### src/rtl/can_bsp_if.sv
// ---------------------------------------------------------------------------
// can_bsp_if
// Signal bundle between the bit-timing block / frame MAC and the CAN bit
// stream processor (can_bsp_unit).
//
// Build option: none here; see can_bsp_unit for CAN_BSP_STUFF_ERR_EN.
//
// Signals:
//   sample_point        one-clock strobe, RX sample instant
//   tx_point            one-clock strobe, TX bit-update instant
//   rx_in               bus level (1 = recessive)
//   tx_data_in          next TX data bit from the MAC
//   enable_tx_stuffing  enables TX stuff-bit insertion
//   enable_rx_stuffing  enables RX stuff-bit removal
//   tx_out              registered bit driven to the bus
//   rx_data_out         registered destuffed RX data bit
//   tx_stall            stuff bit currently on tx_out
//   rx_stall            last sampled RX bit was a stuff bit
//   stuff_err           one-clock pulse on a stuff rule violation
//
// Modports:
//   master  bit-timing / MAC side (drives strobes and data)
//   slave   bit stream processor side
// ---------------------------------------------------------------------------
interface can_bsp_if;
    logic sample_point;
    logic tx_point;
    logic rx_in;
    logic tx_data_in;
    logic enable_tx_stuffing;
    logic enable_rx_stuffing;
    logic tx_out;
    logic rx_data_out;
    logic tx_stall;
    logic rx_stall;
    logic stuff_err;

    modport master (
        output sample_point, tx_point, rx_in, tx_data_in,
               enable_tx_stuffing, enable_rx_stuffing,
        input  tx_out, rx_data_out, tx_stall, rx_stall, stuff_err
    );

    modport slave (
        input  sample_point, tx_point, rx_in, tx_data_in,
               enable_tx_stuffing, enable_rx_stuffing,
        output tx_out, rx_data_out, tx_stall, rx_stall, stuff_err
    );
endinterface

### src/rtl/can_bsp_unit.sv
// ---------------------------------------------------------------------------
// can_bsp_unit
// CAN bit stream processor. Inserts a complementary stuff bit into the TX
// stream after five equal bits and removes the stuff bit from the RX stream
// after five equal samples. TX and RX paths are independent and each only
// advances on its own strobe (tx_point / sample_point).
//
// Ports:
//   clk   system clock, rising edge
//   rst   asynchronous reset, active low
//   bus   can_bsp_if.slave (strobes, data, stall and error flags)
//
// Build option:
//   CAN_BSP_STUFF_ERR_EN  defined   -> a sixth equal RX bit at the stuff
//                                      position pulses stuff_err
//                         undefined -> stuff_err tied low, no compare logic
// ---------------------------------------------------------------------------
module can_bsp_unit (
    input  logic      clk,
    input  logic      rst,
    can_bsp_if.slave  bus
);
    localparam logic [2:0] RUN_MAX = 3'd5;

    logic       tx_out_q;
    logic       tx_stall_q;
    logic       tx_last;
    logic [2:0] tx_cnt;

    logic       rx_data_q;
    logic       rx_stall_q;
    logic       rx_last;
    logic [2:0] rx_cnt;

    // TX: a stuff bit counts as the first bit of the next run, so the
    // counter restarts at 1 with tx_last set to the stuff value.
    always_ff @(posedge clk or negedge rst) begin
        if (!rst) begin
            tx_out_q   <= 1'b1;
            tx_stall_q <= 1'b0;
            tx_last    <= 1'b1;
            tx_cnt     <= 3'd0;
        end else if (bus.tx_point) begin
            if (!bus.enable_tx_stuffing) begin
                tx_out_q   <= bus.tx_data_in;
                tx_stall_q <= 1'b0;
                tx_cnt     <= 3'd0;
                tx_last    <= bus.tx_data_in;
            end else if (tx_cnt == RUN_MAX) begin
                tx_out_q   <= ~tx_last;
                tx_stall_q <= 1'b1;
                tx_last    <= ~tx_last;
                tx_cnt     <= 3'd1;
            end else begin
                tx_out_q   <= bus.tx_data_in;
                tx_stall_q <= 1'b0;
                if (bus.tx_data_in == tx_last) begin
                    tx_cnt <= tx_cnt + 3'd1;
                end else begin
                    tx_cnt  <= 3'd1;
                    tx_last <= bus.tx_data_in;
                end
            end
        end
    end

    // RX: at the stuff position the sampled bit is dropped (rx_data_out
    // holds) but still seeds the next run, even if it violates the rule.
    always_ff @(posedge clk or negedge rst) begin
        if (!rst) begin
            rx_data_q  <= 1'b1;
            rx_stall_q <= 1'b0;
            rx_last    <= 1'b1;
            rx_cnt     <= 3'd0;
        end else if (bus.sample_point) begin
            if (!bus.enable_rx_stuffing) begin
                rx_data_q  <= bus.rx_in;
                rx_stall_q <= 1'b0;
                rx_cnt     <= 3'd0;
                rx_last    <= bus.rx_in;
            end else if (rx_cnt == RUN_MAX) begin
                rx_stall_q <= 1'b1;
                rx_cnt     <= 3'd1;
                rx_last    <= bus.rx_in;
            end else begin
                rx_data_q  <= bus.rx_in;
                rx_stall_q <= 1'b0;
                if (bus.rx_in == rx_last) begin
                    rx_cnt <= rx_cnt + 3'd1;
                end else begin
                    rx_cnt  <= 3'd1;
                    rx_last <= bus.rx_in;
                end
            end
        end
    end

`ifdef CAN_BSP_STUFF_ERR_EN
    logic stuff_err_q;

    // Cleared every clock so the flag is a single-cycle pulse.
    always_ff @(posedge clk or negedge rst) begin
        if (!rst) begin
            stuff_err_q <= 1'b0;
        end else begin
            stuff_err_q <= bus.sample_point && bus.enable_rx_stuffing &&
                           (rx_cnt == RUN_MAX) && (bus.rx_in == rx_last);
        end
    end

    assign bus.stuff_err = stuff_err_q;
`else
    assign bus.stuff_err = 1'b0;
`endif

    assign bus.tx_out      = tx_out_q;
    assign bus.tx_stall    = tx_stall_q;
    assign bus.rx_data_out = rx_data_q;
    assign bus.rx_stall    = rx_stall_q;
endmodule

### src/flat_wrapper.sv
// flat-port wrapper written by rule: the top's interface ports become plain ports
module can_bsp_unit_flat 
  (clk, rst, bus_sample_point, bus_tx_point, bus_rx_in, bus_tx_data_in, bus_enable_tx_stuffing, bus_enable_rx_stuffing, bus_tx_out, bus_rx_data_out, bus_tx_stall, bus_rx_stall, bus_stuff_err);
  can_bsp_if bus_i ();
  input  logic clk;
  input  logic rst;
  input wire logic [$bits(bus_i.sample_point)-1:0] bus_sample_point;
  input wire logic [$bits(bus_i.tx_point)-1:0] bus_tx_point;
  input wire logic [$bits(bus_i.rx_in)-1:0] bus_rx_in;
  input wire logic [$bits(bus_i.tx_data_in)-1:0] bus_tx_data_in;
  input wire logic [$bits(bus_i.enable_tx_stuffing)-1:0] bus_enable_tx_stuffing;
  input wire logic [$bits(bus_i.enable_rx_stuffing)-1:0] bus_enable_rx_stuffing;
  output wire logic [$bits(bus_i.tx_out)-1:0] bus_tx_out;
  output wire logic [$bits(bus_i.rx_data_out)-1:0] bus_rx_data_out;
  output wire logic [$bits(bus_i.tx_stall)-1:0] bus_tx_stall;
  output wire logic [$bits(bus_i.rx_stall)-1:0] bus_rx_stall;
  output wire logic [$bits(bus_i.stuff_err)-1:0] bus_stuff_err;
  assign bus_i.sample_point = bus_sample_point;
  assign bus_i.tx_point = bus_tx_point;
  assign bus_i.rx_in = bus_rx_in;
  assign bus_i.tx_data_in = bus_tx_data_in;
  assign bus_i.enable_tx_stuffing = bus_enable_tx_stuffing;
  assign bus_i.enable_rx_stuffing = bus_enable_rx_stuffing;
  assign bus_tx_out = bus_i.tx_out;
  assign bus_rx_data_out = bus_i.rx_data_out;
  assign bus_tx_stall = bus_i.tx_stall;
  assign bus_rx_stall = bus_i.rx_stall;
  assign bus_stuff_err = bus_i.stuff_err;
  can_bsp_unit u_core (.clk(clk), .rst(rst), .bus(bus_i));
endmodule
### config.mk
export PLATFORM = sky130hd
export DESIGN_NAME = can_bsp_unit_flat
export DESIGN_NICKNAME = d
export VERILOG_FILES = /design/src/rtl/can_bsp_if.sv /design/src/rtl/can_bsp_unit.sv /design/src/flat_wrapper.sv
export SDC_FILE = /design/constraint.sdc
export NUM_CORES = 1
export LEC_CHECK = 0
export ABC_AREA = 1
export BUFFER_PORTS_ARGS = -buffer_cell sky130_fd_sc_hd__buf_2
export CORE_MARGIN = 2
export CORE_UTILIZATION = 25
export CTS_CLUSTER_SIZE = 16
export DETAILED_ROUTE_END_ITERATION = 16
export PLACE_DENSITY_LB_ADDON = 0.25
export SLEW_MARGIN = 30
export SYNTH_ARGS = -nofsm -noshare
export SYNTH_HDL_FRONTEND = slang
export SYNTH_SLANG_ARGS = --single-unit
### constraint.sdc
create_clock -name clk -period 1.43 [get_ports clk]
set_clock_uncertainty 0.1 [all_clocks]
set_input_delay 0.286 -clock clk [delete_from_list [all_inputs] [get_ports clk]]
set_output_delay 0.286 -clock clk [all_outputs]
set_load 0.02 [all_outputs]
==> impl_metrics.json <==
{
  "yosys_warnings": 0,
  "crit_required_ps": 1040,
  "dp_hpwl_um": 925,
  "crit_family": "flip-flops",
  "ff_latch_area_um2": 305.3,
  "hold_viol": 0,
  "synth_common_cells": "31 x nand2_1, 12 x inv_1, 8 x dfrtp_1",
  "synth_area_per_cell_um2": 7.820,
  "synth_edf_count": 0,
  "area_growth_pct": 18.29,
  "period_minus_slack_ps": 1348,
  "io-pin-count": 13,
  "p_leak_nw": 0.4159,
  "clkLatencyLatePin_ps": 280,
  "wl_met3_um": 73,
  "period_share_pct": 94.24,
  "cts.path.max_buffers": 2,
  "yosys-top-cells-area": "dfrtp_1 30%, nand2_1 18%, dfstp_2 16%",
  "finalWirelength_um": 1222,
  "hold_depth": 3,
  "netlist.area_leader.share_pct": 30.48,
  "drc": 0,
  "cp.depth": 1,
  "post-synth-top-count-cell": "nand2_1",
  "worstSetupPathType": "flip-flop to output pin",
  "grt_pass1_wl_um": 2249,
  "syn-cell-area_um2": 656.9,
  "first_global_vias": 526,
  "grt.total_usage_pct": 9.314,
  "cts_tree": "done",
  "die_w_um": 55.26,
  "cp_cell_sequence": "buf_2",
  "die_h_um": 55.26,
  "ant_nets": 0,
  "cts_sinks": 12,
  "vias_per_cell": 4.227,
  "postCtsSetupBuffers": 0,
  "multi_input_area_um2": 294.0,
  "slowest_delay_ps": 530,
  "syn_inst": 84,
  "drt-pass1-iter-count": 4,
  "io_buffers": 11,
  "wl_met1_um": 576,
  "hold_class": "input pin to flip-flop",
  "cts_buffers": 3,
  "min_from": "bus_tx_point",
  "cts-htree-levels": 1,
  "tns_ps": 0,
  "drive_gt1_share_pct": 21.43,
  "regToRegStartpoint": "u_core.tx_cnt[1]$_DFFE_PN0P_",
  "ys.flop_type": "dfrtp_1",
  "wl_per_cell_um": 9.547,
  "place_ws_ps": 144.1,
  "nNetsFinal": 112,
  "arrival_ps": 960,
  "slowest_stage": "dfstp_2",
  "root_buffer": "clkbuf_4",
  "syn_nets": 96,
  "num_antenna_cells": 0,
  "vdd_drop_max_v": 0.0003697,
  "cp_num_buf_inv": 1,
  "worst_setup_path_end_kind": "output pin",
  "initial_core_util_pct": 26.52,
  "core-area_um2": 2477,
  "synthArstFlopShare_pct": 100.0,
  "drt_iter0_markers": 2,
  "rows": 18,
  "ys_types": 18,
  "outcome": "complete, no violations",
  "cp_max_fo": 2,
  "fillers": 283,
  "grt_max_degree": 13,
  "yosysTopAreaCell": "dfrtp_1",
  "routed-wl-met2_um": 572,
  "seq_area_frac_synth_pct": 46.48,
  "r2r_cells": 6,
  "grt-ovfl-total": 0,
  "top_layer": "met3",
  "dieArea_um2": 3054,
  "antenna_found_initial": 0,
  "drv_cap": 0,
  "rsz0062_at_grt": "false",
  "gp_congestion": 0.7278,
  "vias": 541,
  "slew_viol_final": 0,
  "p_per_area_nw_per_um2": 965.3,
  "setup_viol": 0,
  "start_kind": "flip-flop",
  "synth-seq-cells": 12,
  "fin_ws_ps": 82.33,
  "clk_pin_slew_ps": 80,
  "startpoint": "u_core.bus.tx_out$_DFFE_PN1P_",
  "max_freq_mhz": 742.0
}
## metal layers
metal,vias to the layer above,track usage (%)
met5,-,0
met4,0,1.045
met3,0,4.215
met2,17,14.46
met1,239,12.32
li1,285,-
## timing repair
action / 4_1_cts / 5_1_grt
hold buffers: 1 / 0
resized for setup: 0 / 1
endpoints found under the setup margin: 0 / 2
endpoints found under the hold margin: 8 / 0
## cells in the final DEF, fill, tap and decap left out, drive strengths merged
cell and count:
xnor2 3, or2 2, conb 1, nand2 31
inv 14, and2 1, dfrtp 8, nand3 3
buf 11, a21oi 2, o21a 1, o21ai 6
dlygate4sd3 1, clkbuf 3, nor2 2, dfstp 4
nand4 1, ha 4
## layout make-up
class | count | share of cell area, %
clock buffer | 3 | 2.899
tap | 30 | 4.831
multi-input combinational | 57 | 37.84
sequential | 12 | 39.29
timing repair buffer | 12 | 8.374
inverter | 14 | 6.763
## sequential cells by signal (all words and copies together) (netlist names)
signal	count
u_core.bus.rx_data_out	1
u_core.tx_last	1
u_core.bus.rx_stall	1
u_core.rx_cnt	3
u_core.bus.tx_out	1
u_core.tx_cnt	3
u_core.bus.tx_stall	1
u_core.rx_last	1
## metrics by stage
stage | power, W | cells | hold WS [ps] | instance area [µm²] | util (%)
2_1_floorplan | 0.0004926 | 84 | -109.6 | 656.9 | -
3_3_place_gp | 0.0005371 | 124 | 86.53 | 742.0 | 29.95
3_5_place_dp | 0.0005406 | 124 | 89.12 | 742.0 | 29.95
4_1_cts | 0.0007563 | 128 | 154.5 | 774.5 | 31.26
5_1_grt | 0.0008107 | 128 | 161.6 | 777.0 | 31.36
6_report | 0.0007500 | 128 | 155.5 | 777.0 | 31.36
## final timing paths
check / slack (ps) / end
worst max-delay path: 80 / bus_tx_out
worst min-delay path: 160 / u_core.bus.tx_out$_DFFE_PN1P_
worst max register to register: 150 / u_core.tx_cnt[2]$_DFFE_PN0P_
worst min register to register: 370 / u_core.bus.tx_out$_DFFE_PN1P_
max in group asynchronous: 640 / u_core.rx_last$_DFFE_PN1P_
min in group asynchronous: 320 / u_core.bus.tx_stall$_DFFE_PN0P_
## worst register-to-register path, cell delays in order, from the launching register on
cell and delay (ps):
dfrtp_1 400, inv_1 70, ha_2 200, a21oi_1 80, nand2_1 130, nand2_1 80, and2_1 130
## report_power, final
part	internal [W]	switching (W)	total, W
combinational	0.0000540	0.0000823	0.000136
clock	0.0000976	0.000117	0.000215
sequential	0.000376	0.0000223	0.000399
total	0.000528	0.000222	0.000750
## logic make-up (layout without fill, tap and decap cells)
logic type / Yosys count / after routing / share of synthesized area, %
flip-flops: 12 / 12 / 46.48
XOR/XNOR: 3 / 3 / 4.001
buffers and inverters: 15 / 29 / 9.143
other: 1 / 1 / 0.5709
adder cells (fa/ha/maj): 4 / 4 / 7.619
AND/OR/NAND/NOR: 40 / 40 / 24.95
AO/OA/AOI/OAI: 9 / 9 / 7.239
(Power assumes the default switching activity.)
